$ cat src/rtl/xor_parity_accumulator_if.sv
// Purpose : stream bundle between a word producer, the XOR/parity accumulator and the result consumer.
// Latency : none (wires only).
// Backpressure: in_valid/in_ready on the word side, out_valid/out_ready on the result side.
//
// Signals:
//   in_valid / in_ready / in_data / in_last : word stream into the accumulator
//   odd_mode                                : parity sense, sampled on the first beat of a frame
//   out_valid / out_ready                   : result handshake
//   out_xor / out_parity / out_count / out_overflow : registered per-frame result
// Modports:
//   master : producer + consumer side (drives words and out_ready)
//   slave  : the accumulator block
interface xor_parity_accumulator_if #(
    parameter int WIDTH     = 8,
    parameter int MAX_WORDS = 16
);
    localparam int CNT_W = $clog2(MAX_WORDS + 1);

    logic             in_valid;
    logic             in_ready;
    logic [WIDTH-1:0] in_data;
    logic             in_last;
    logic             odd_mode;

    logic             out_valid;
    logic             out_ready;
    logic [WIDTH-1:0] out_xor;
    logic             out_parity;
    logic [CNT_W-1:0] out_count;
    logic             out_overflow;

    modport master (
        output in_valid,
        output in_data,
        output in_last,
        output odd_mode,
        output out_ready,
        input  in_ready,
        input  out_valid,
        input  out_xor,
        input  out_parity,
        input  out_count,
        input  out_overflow
    );

    modport slave (
        input  in_valid,
        input  in_data,
        input  in_last,
        input  odd_mode,
        input  out_ready,
        output in_ready,
        output out_valid,
        output out_xor,
        output out_parity,
        output out_count,
        output out_overflow
    );
endinterface

$ cat src/rtl/xor_parity_accumulator.sv
// Purpose : per-frame lane-wise XOR checksum, parity bit and saturating word count over a valid/ready word stream.
// Latency : result valid the cycle after the last-beat accept; min frame period is N beats + 1 cycle.
// Backpressure: in_ready drops while a result is pending; result held stable until out_valid && out_ready.
//
// Ports:
//   clk  : single clock, rising edge
//   rst  : asynchronous, active-high reset
//   bus  : xor_parity_accumulator_if.slave
//          in_valid/in_ready/in_data/in_last/odd_mode in,
//          out_valid/out_ready/out_xor/out_parity/out_count/out_overflow out
module xor_parity_accumulator #(
    parameter int WIDTH     = 8,
    parameter int MAX_WORDS = 16
) (
    input  logic                        clk,
    input  logic                        rst,
    xor_parity_accumulator_if.slave     bus
);
    localparam int CNT_W = $clog2(MAX_WORDS + 1);
    localparam logic [CNT_W-1:0] CNT_MAX = CNT_W'(MAX_WORDS);
    localparam logic [CNT_W-1:0] CNT_ONE = CNT_W'(1);

    typedef enum logic [1:0] {
        IDLE  = 2'd0,
        ACCUM = 2'd1,
        DONE  = 2'd2
    } state_e;

    // Frame state
    state_e           state_q,     state_d;
    logic [WIDTH-1:0] acc_q,       acc_d;
    logic [CNT_W-1:0] cnt_q,       cnt_d;
    logic             mode_q,      mode_d;
    logic             ovf_q,       ovf_d;

    // Handshake flops
    logic             in_ready_q,  in_ready_d;
    logic             out_valid_q, out_valid_d;

    // Result registers: kept separate from the accumulator so the last result
    // stays visible while the next frame is being accumulated.
    logic [WIDTH-1:0] res_xor_q,    res_xor_d;
    logic             res_parity_q, res_parity_d;
    logic [CNT_W-1:0] res_count_q,  res_count_d;
    logic             res_ovf_q,    res_ovf_d;

    logic             beat_acc;
    logic             res_take;

    // in_ready is registered and is 0 in DONE, so no beat is ever accepted there.
    assign beat_acc = bus.in_valid && in_ready_q;
    assign res_take = out_valid_q && bus.out_ready;

    always_comb begin
        state_d      = state_q;
        acc_d        = acc_q;
        cnt_d        = cnt_q;
        mode_d       = mode_q;
        ovf_d        = ovf_q;
        in_ready_d   = in_ready_q;
        out_valid_d  = out_valid_q;
        res_xor_d    = res_xor_q;
        res_parity_d = res_parity_q;
        res_count_d  = res_count_q;
        res_ovf_d    = res_ovf_q;

        case (state_q)
            IDLE: begin
                // Also covers the first edge after reset, where in_ready rises.
                in_ready_d = 1'b1;
                if (beat_acc) begin
                    acc_d   = bus.in_data;
                    cnt_d   = CNT_ONE;
                    mode_d  = bus.odd_mode;
                    ovf_d   = 1'b0;
                    state_d = ACCUM;
                end
            end

            ACCUM: begin
                in_ready_d = 1'b1;
                if (beat_acc) begin
                    // Data keeps folding in after saturation; only the count stops.
                    acc_d = acc_q ^ bus.in_data;
                    if (cnt_q == CNT_MAX) begin
                        ovf_d = 1'b1;
                    end else begin
                        cnt_d = cnt_q + CNT_ONE;
                    end
                end
            end

            DONE: begin
                in_ready_d = 1'b0;
                if (res_take) begin
                    state_d     = IDLE;
                    out_valid_d = 1'b0;
                    in_ready_d  = 1'b1;
                end
            end

            default: begin
                state_d     = IDLE;
                in_ready_d  = 1'b0;
                out_valid_d = 1'b0;
            end
        endcase

        // Last beat: the same edge loads the result from the post-update
        // frame state, raises out_valid and closes the input.
        if (beat_acc && bus.in_last) begin
            state_d      = DONE;
            out_valid_d  = 1'b1;
            in_ready_d   = 1'b0;
            res_xor_d    = acc_d;
            res_parity_d = (^acc_d) ^ mode_d;
            res_count_d  = cnt_d;
            res_ovf_d    = ovf_d;
        end
    end

    always_ff @(posedge clk or posedge rst) begin
        if (rst) begin
            state_q      <= IDLE;
            acc_q        <= '0;
            cnt_q        <= '0;
            mode_q       <= 1'b0;
            ovf_q        <= 1'b0;
            in_ready_q   <= 1'b0;
            out_valid_q  <= 1'b0;
            res_xor_q    <= '0;
            res_parity_q <= 1'b0;
            res_count_q  <= '0;
            res_ovf_q    <= 1'b0;
        end else begin
            state_q      <= state_d;
            acc_q        <= acc_d;
            cnt_q        <= cnt_d;
            mode_q       <= mode_d;
            ovf_q        <= ovf_d;
            in_ready_q   <= in_ready_d;
            out_valid_q  <= out_valid_d;
            res_xor_q    <= res_xor_d;
            res_parity_q <= res_parity_d;
            res_count_q  <= res_count_d;
            res_ovf_q    <= res_ovf_d;
        end
    end

    assign bus.in_ready     = in_ready_q;
    assign bus.out_valid    = out_valid_q;
    assign bus.out_xor      = res_xor_q;
    assign bus.out_parity   = res_parity_q;
    assign bus.out_count    = res_count_q;
    assign bus.out_overflow = res_ovf_q;

endmodule

$ cat src/flat_wrapper.sv
// flat-port wrapper written by rule: the top's interface ports become plain ports
module xor_parity_accumulator_flat 
#(
    parameter int WIDTH     = 8,
    parameter int MAX_WORDS = 16
)
  (clk, rst, bus_in_valid, bus_in_data, bus_in_last, bus_odd_mode, bus_out_ready, bus_in_ready, bus_out_valid, bus_out_xor, bus_out_parity, bus_out_count, bus_out_overflow);
  xor_parity_accumulator_if #(.WIDTH(WIDTH), .MAX_WORDS(MAX_WORDS)) bus_i ();
  input  logic clk;
  input  logic rst;
  input wire logic [$bits(bus_i.in_valid)-1:0] bus_in_valid;
  input wire logic [$bits(bus_i.in_data)-1:0] bus_in_data;
  input wire logic [$bits(bus_i.in_last)-1:0] bus_in_last;
  input wire logic [$bits(bus_i.odd_mode)-1:0] bus_odd_mode;
  input wire logic [$bits(bus_i.out_ready)-1:0] bus_out_ready;
  output wire logic [$bits(bus_i.in_ready)-1:0] bus_in_ready;
  output wire logic [$bits(bus_i.out_valid)-1:0] bus_out_valid;
  output wire logic [$bits(bus_i.out_xor)-1:0] bus_out_xor;
  output wire logic [$bits(bus_i.out_parity)-1:0] bus_out_parity;
  output wire logic [$bits(bus_i.out_count)-1:0] bus_out_count;
  output wire logic [$bits(bus_i.out_overflow)-1:0] bus_out_overflow;
  assign bus_i.in_valid = bus_in_valid;
  assign bus_i.in_data = bus_in_data;
  assign bus_i.in_last = bus_in_last;
  assign bus_i.odd_mode = bus_odd_mode;
  assign bus_i.out_ready = bus_out_ready;
  assign bus_in_ready = bus_i.in_ready;
  assign bus_out_valid = bus_i.out_valid;
  assign bus_out_xor = bus_i.out_xor;
  assign bus_out_parity = bus_i.out_parity;
  assign bus_out_count = bus_i.out_count;
  assign bus_out_overflow = bus_i.out_overflow;
  xor_parity_accumulator #(.WIDTH(WIDTH), .MAX_WORDS(MAX_WORDS)) u_core (.clk(clk), .rst(rst), .bus(bus_i));
endmodule
$ cat config.mk
export PLATFORM = sky130hd
export DESIGN_NAME = xor_parity_accumulator_flat
export DESIGN_NICKNAME = d
export VERILOG_FILES = /design/src/rtl/xor_parity_accumulator_if.sv /design/src/rtl/xor_parity_accumulator.sv /design/src/flat_wrapper.sv
export SDC_FILE = /design/constraint.sdc
export NUM_CORES = 1
export LEC_CHECK = 0
export ABC_AREA = 1
export CELL_PAD_IN_SITES_DETAIL_PLACEMENT = 1
export CELL_PAD_IN_SITES_GLOBAL_PLACEMENT = 1
export CORE_AREA = 8 8 77 79
export DETAILED_ROUTE_END_ITERATION = 16
export DIE_AREA = 0 0 85 87
export PLACE_DENSITY = 0.78
export SETUP_SLACK_MARGIN = 0.4
export SLEW_MARGIN = 25
export SYNTH_ARGS = -nofsm -noshare
export SYNTH_HDL_FRONTEND = slang
export SYNTH_SLANG_ARGS = --single-unit
$ cat constraint.sdc
create_clock -name clk -period 2.8 [get_ports clk]
set_clock_uncertainty 0.15 [all_clocks]
set_input_delay 0.28 -clock clk [delete_from_list [all_inputs] [get_ports clk]]
set_output_delay 0.28 -clock clk [all_outputs]
set_load 0.02 [all_outputs]
==> results of run 1 <==
cells in the final DEF (no fill, tap or decap), drive strengths merged:
cell	instances
inv	27
xnor2	1
clkdlybuf4s50	29
nand2	102
o221ai	1
clkbuf	6
o21ai	7
a211oi	1
o32ai	1
bufinv	1
nand4	4
nor2	17
dlymetal6s2s	1
buf	6
xor2	3
nand3	31
o22ai	1
dfrtp	34
a21oi	3
o211ai	7
ha	2
repair_timing:
action / in CTS / in global routing
endpoints found under the setup margin: 0 / 1
resized for setup: 0 / 2
buffers inserted: 0 / 4
kinds of logic after synthesis:
family / synth area share, %
xor+xnor: 1.86
flops: 45.3
compound gates: 7.39
fa+ha+maj: 1.33
buf+inv: 7.79
simple gates: 36.4
state kept, by name (all words and copies together) (netlist names):
signal                   count
u_core.acc_q                 8
u_core.bus.in_ready          1
u_core.bus.out_count         5
u_core.bus.out_overflow      1
u_core.bus.out_parity        1
u_core.bus.out_valid         1
u_core.bus.out_xor           8
u_core.cnt_q                 5
u_core.mode_q                1
u_core.ovf_q                 1
u_core.state_q               2
area by class of cell:
class	instances	area, um^2	area share [%]
flip-flops and latches	34	852	36.0
inverters	27	101	4.28
multi-input cells	181	882	37.3
clock inverters	1	30.0	1.27
well taps	56	70.1	2.96
clock buffers	6	82.6	3.49
repair buffers	36	348	14.7
path summary, 6_finish.rpt:
path / to / from / slack (ns)
setup / recovery: u_core.bus.out_parity$_DFFE_PP0P_ / u_core.bus.in_ready$_DFF_PP0_ / 0.63
hold / removal: u_core.bus.out_overflow$_DFFE_PP0P_ / rst / 0.24
setup reg to reg: u_core.bus.out_parity$_DFFE_PP0P_ / u_core.bus.in_ready$_DFF_PP0_ / 0.63
hold reg to reg: u_core.bus.out_count[2]$_DFFE_PP0P_ / u_core.bus.out_count[2]$_DFFE_PP0P_ / 0.33
max in group asynchronous: u_core.state_q[1]$_DFFE_PP0P_ / rst / 1.92
min in group clk: u_core.bus.out_count[2]$_DFFE_PP0P_ / u_core.bus.out_count[2]$_DFFE_PP0P_ / 0.33
worst min-delay path: cells and delay by family:
family	cells	cell delay [ns]
buf+inv	3	0.84
report_power, final:
group / internal [uW] / switching, uW / leakage [uW]
clock: 285 / 182 / 0.0000573
sequential: 675 / 163 / 0.000434
combinational: 522 / 881 / 0.000716
through the flow:
| stage | power, uW | worst slack, ns | cells |
|---|---|---|---|
| finish | 2710 | 0.631 | 341 |
| global route | 2940 | 0.413 | 341 |
| CTS | 2700 | 0.443 | 337 |
| detailed placement | 2210 | 0.167 | 330 |
| global placement | 2160 | 0.306 | 330 |
| floorplan | 1770 | 0.877 | 248 |
layer usage:
metal  routed length, um  up-vias
li1                    -      861
met3                 171        8
met1                2540      866
met4                  85        0
met2                2560       27
met5                   0        -
==> flow_summary.json, run 1 <==
{
  "yosysUniqueCellTypes": 27,
  "crit_slowest_cell": "dfrtp_1",
  "min_period_over_period_pct": 77.5,
  "cts_buffer_depth": 2,
  "hold_buffers": 0,
  "final_util_pct": 48.8,
  "io_pins": 31,
  "numCtsBuffers": 5,
  "grt_use_total_pct": 15.7,
  "first_iter_violations": 51,
  "viasPerCell": 5.17,
  "synth-edff-count": 0,
  "ys_top_cells_by_count": "nand2_1 (93), dfrtp_1 (34), nand3_1 (30)",
  "fp.dieW_um": 85,
  "drc": 0,
  "run_status": "complete, no violations",
  "peakVddDrop_mv": 0.445,
  "cp_common_cell": "nand3_1",
  "crit_fanout": 11,
  "crit_required_ns": 2.83,
  "syn_area_um2": 1880,
  "yosysWarningCount": 0,
  "wire_per_inst_um": 15.7,
  "fmax_ghz": 0.461,
  "synth_sequential_area_ratio_pct": 45.3,
  "dieArea_um2": 7400,
  "use_met3_pct": 3.68,
  "slew-limit-headroom_pct": 67.4,
  "yosysMostFrequentCell": "nand2_1",
  "critPathKind": "flop to flop",
  "p_leak_uw": 0.00121,
  "overflow": 0,
  "drt-total-wl_um": 5350,
  "setup_viol": 0,
  "final_area_um2": 2370,
  "crit_buf_inv": 1,
  "clk_latency_ns": 0.29,
  "ys.flop_type": "dfrtp_1",
  "fin_nets": 301,
  "cp-end-kind": "flop",
  "synth_top_area_cell": "dfrtp_1",
  "initial_core_util_pct": 38.8,
  "die_h_um": 87,
  "nFillCells": 613,
  "grt_pass1_wl_um": 9190,
  "path_depth": 13,
  "ys_seq_elements": 34,
  "finalHoldViolations": 0,
  "whs_ns": 0.245,
  "grt_max_degree": 35,
  "finalWeightedCongestion": 0.880,
  "maxCapViolCount": 0,
  "numPortBuffers": 30,
  "drtAntennaViolNets": 0,
  "worst_setup_path_start_kind": "flop",
  "cts_tree": "built",
  "grt-busiest-layer": "met2",
  "htreeDepth": 2,
  "grt_util_met1_pct": 19.0,
  "cts-root-buf": "clkbuf_8",
  "drive_gt1_share_pct": 10.2,
  "area_growth_pct": 25.9,
  "timing.final.crit_period_ns": 2.17,
  "place_area_um2": 2220,
  "coreArea_um2": 4850,
  "antenna_found_initial": 0,
  "cp_slowest_stage_delay_ns": 0.49,
  "path_clk_slew_ns": 0.07,
  "cp_data_arrival_time_ns": 2.20,
  "final-max-slew-violation-count": 0,
  "grt_pass1_vias": 1914,
  "fin_tns_setup_ns": 0,
  "syn_avg_cell_area_um2": 7.58,
  "dp_hpwl_um": 3780,
  "vias": 1762,
  "worst_pin_slew_ns": 0.489,
  "synthCells": 248,
  "use_met2_pct": 26.6,
  "firstDrtPassIters": 4,
  "antenna_cells": 0,
  "grt_setup_unrepaired": "no",
  "critPathTopFamily": "simple AND/OR/NAND/NOR gates",
  "cts_sinks": 34,
  "hold_path_class": "input port to async pin",
  "ff2ff_path_depth": 13,
  "crit_path_cell_trace": "nand2_4, nor2_8, nand2_4, nand3_1, nand2_1, inv_1, nand2_1, nand2_1, nand3_1, nand3_1, nand3_1, nand3_1, nand2_1",
  "powerDensity_nw_per_um2": 1140,
  "netlist.area_leader.share_pct": 45.3,
  "ys_top_cells_by_area": "dfrtp_1 (45%), nand2_1 (19%), nand3_1 (8.0%), inv_1 (5.0%), nor2_1 (3.0%)",
  "synthArstFlopShare_pct": 100,
  "std_cell_rows": 26,
  "synth_nets": 264
}
No activity file was read; power rests on OpenSTA's default activity.
==> run 2, diff against run 1 <==
--- a/config.mk
+++ b/config.mk
@@ -8,10 +8,10 @@
 export ABC_AREA = 1
 export CELL_PAD_IN_SITES_DETAIL_PLACEMENT = 1
 export CELL_PAD_IN_SITES_GLOBAL_PLACEMENT = 1
-export CORE_AREA = 8 8 77 79
+export CORE_AREA = 8 8 80 82
 export DETAILED_ROUTE_END_ITERATION = 16
-export DIE_AREA = 0 0 85 87
-export PLACE_DENSITY = 0.78
+export DIE_AREA = 0 0 88 90
+export PLACE_DENSITY = 0.72
 export SETUP_SLACK_MARGIN = 0.4
 export SLEW_MARGIN = 25
 export SYNTH_ARGS = -nofsm -noshare
==> constraint.sdc (replaced) <==
create_clock -name clk -period 2.2 [get_ports clk]
set_clock_uncertainty 0.15 [all_clocks]
set_input_delay 0.22 -clock clk [delete_from_list [all_inputs] [get_ports clk]]
set_output_delay 0.22 -clock clk [all_outputs]
set_load 0.02 [all_outputs]
==> flow_summary.json, run 2 (synthesis gave the netlist of run 1 again) <==
{
  "drt-total-wl_um": 5690,
  "viasPerCell": 4.80,
  "grt_setup_unrepaired": "yes",
  "crit_required_ns": 2.22,
  "final_util_pct": 49.9,
  "min_period_over_period_pct": 86.9,
  "p_leak_uw": 0.00132,
  "wire_per_inst_um": 15.1,
  "critPathKind": "flop to flop",
  "finalWeightedCongestion": 0.811,
  "antenna_cells": 0,
  "hold_buffers": 0,
  "fin_nets": 320,
  "initial_core_util_pct": 35.9,
  "setup_viol": 0,
  "grt_pass1_vias": 2011,
  "first_iter_violations": 54,
  "firstDrtPassIters": 4,
  "die_h_um": 90,
  "drc": 0,
  "worst_pin_slew_ns": 0.459,
  "crit_buf_inv": 2,
  "run_status": "complete, no violations",
  "post-place-ws_ns": -0.134,
  "numCtsBuffers": 5,
  "overflow": 0,
  "crit_path_cell_trace": "inv_2, nand2_4, nand3_1, nand2_2, inv_1, nand2_1, nand2_1, nand3_1, nand3_1, nand3_1, nand3_1, nand2_1",
  "critPathTopFamily": "simple AND/OR/NAND/NOR gates",
  "whs_ns": 0.205,
  "std_cell_rows": 27,
  "cp_common_cell": "nand3_1",
  "cp-end-kind": "flop",
  "path_clk_slew_ns": 0.08,
  "grt_max_degree": 35,
  "final_common_cell": "nand2_1",
  "place_area_um2": 2340,
  "area_growth_pct": 39.1,
  "grt_use_total_pct": 15.1,
  "finalNonFillerCells": 377,
  "slew-limit-headroom_pct": 69.3,
  "final-max-slew-violation-count": 0,
  "htreeDepth": 2,
  "io_pins": 31,
  "powerDensity_nw_per_um2": 1440,
  "dp_hpwl_um": 4230,
  "cts-root-buf": "clkbuf_8",
  "grt_pass1_wl_um": 9550,
  "fmax_ghz": 0.523,
  "cts_buffer_depth": 2,
  "mostFrequentLayoutCells": "nand2_1 (86), dfrtp_1 (32), clkdlybuf4s50_1 (28)",
  "timing.final.crit_period_ns": 1.91,
  "final_area_um2": 2610,
  "dieArea_um2": 7920,
  "antenna_found_initial": 0,
  "drtAntennaViolNets": 0,
  "maxCapViolCount": 0,
  "hold_path_class": "input port to async pin",
  "finalHoldViolations": 0,
  "worst_setup_path_start_kind": "flop",
  "clk_latency_ns": 0.28,
  "drive_gt1_share_pct": 23.0,
  "peakVddDrop_mv": 0.634,
  "coreArea_um2": 5240,
  "cts_tree": "built",
  "dp_cells": 359,
  "cts_sinks": 34,
  "cp_data_arrival_time_ns": 1.93,
  "numPortBuffers": 30,
  "crit_slowest_cell": "dfrtp_2",
  "fp.dieW_um": 88,
  "crit_fanout": 11,
  "cp_slowest_stage_delay_ns": 0.48,
  "fin_ws_ns": 0.287,
  "vias": 1808
}
run 2: path summary, 6_finish.rpt:
path / slack, ns / cells past startpoint / to / startpoint
min reg2reg: 0.33 / 2 / u_core.bus.out_xor[0]$_DFFE_PP0P_ / u_core.bus.out_xor[0]$_DFFE_PP0P_
max: 0.29 / 12 / u_core.bus.out_parity$_DFFE_PP0P_ / u_core.state_q[0]$_DFFE_PP0P_
max reg2reg: 0.29 / 12 / u_core.bus.out_parity$_DFFE_PP0P_ / u_core.state_q[0]$_DFFE_PP0P_
min: 0.21 / 3 / u_core.bus.out_overflow$_DFFE_PP0P_ / rst
min in group clk: 0.33 / 2 / u_core.bus.out_xor[0]$_DFFE_PP0P_ / u_core.bus.out_xor[0]$_DFFE_PP0P_
max in group asynchronous: 1.35 / 3 / u_core.bus.in_ready$_DFF_PP0_ / rst
run 2: repair_timing:
item                                    CTS  global route
gates resized for setup                  19            13
pin swaps                                 6             6
endpoints found under the setup margin    3             5
buffers inserted                          8             2
run 2: layout make-up:
cell class | count | area, um^2
Clock inverter | 2 | 12.5
Tap cell | 72 | 90.1
Fill cell | 658 | 2620
Inverter | 27 | 101
Clock buffer | 6 | 82.6
Timing Repair Buffer | 55 | 504
Sequential cell | 34 | 853
Multi-Input combinational cell | 181 | 970
run 2: where the power goes:
part	internal, uW	switching [uW]
clock network	252	235
registers	860	182
logic	928	1290
run 2: through the flow:
stage	total power, uW	setup TNS (ns)
2_1_floorplan	2250	0
3_3_place_gp	2920	-0.00803
3_5_place_dp	2990	-0.134
4_1_cts	3670	0
5_1_grt	4060	0
6_report	3750	0
run 2: tightest hold or removal path, stage by stage:
cell and delay [ns]:
clkdlybuf4s50_1 0.41, inv_1 0.05, buf_4 0.39
run 2: routing by layer:
metal / wire (um) / up-vias / track usage (%) / share of wire (%)
li1: - / 906 / - / -
met1: 2510 / 866 / 18.5 / 44
met2: 2900 / 25 / 25.0 / 51
met3: 168 / 11 / 3.18 / 3.0
met4: 116 / 0 / 5.31 / 2.0
met5: 0 / - / 0 / 0
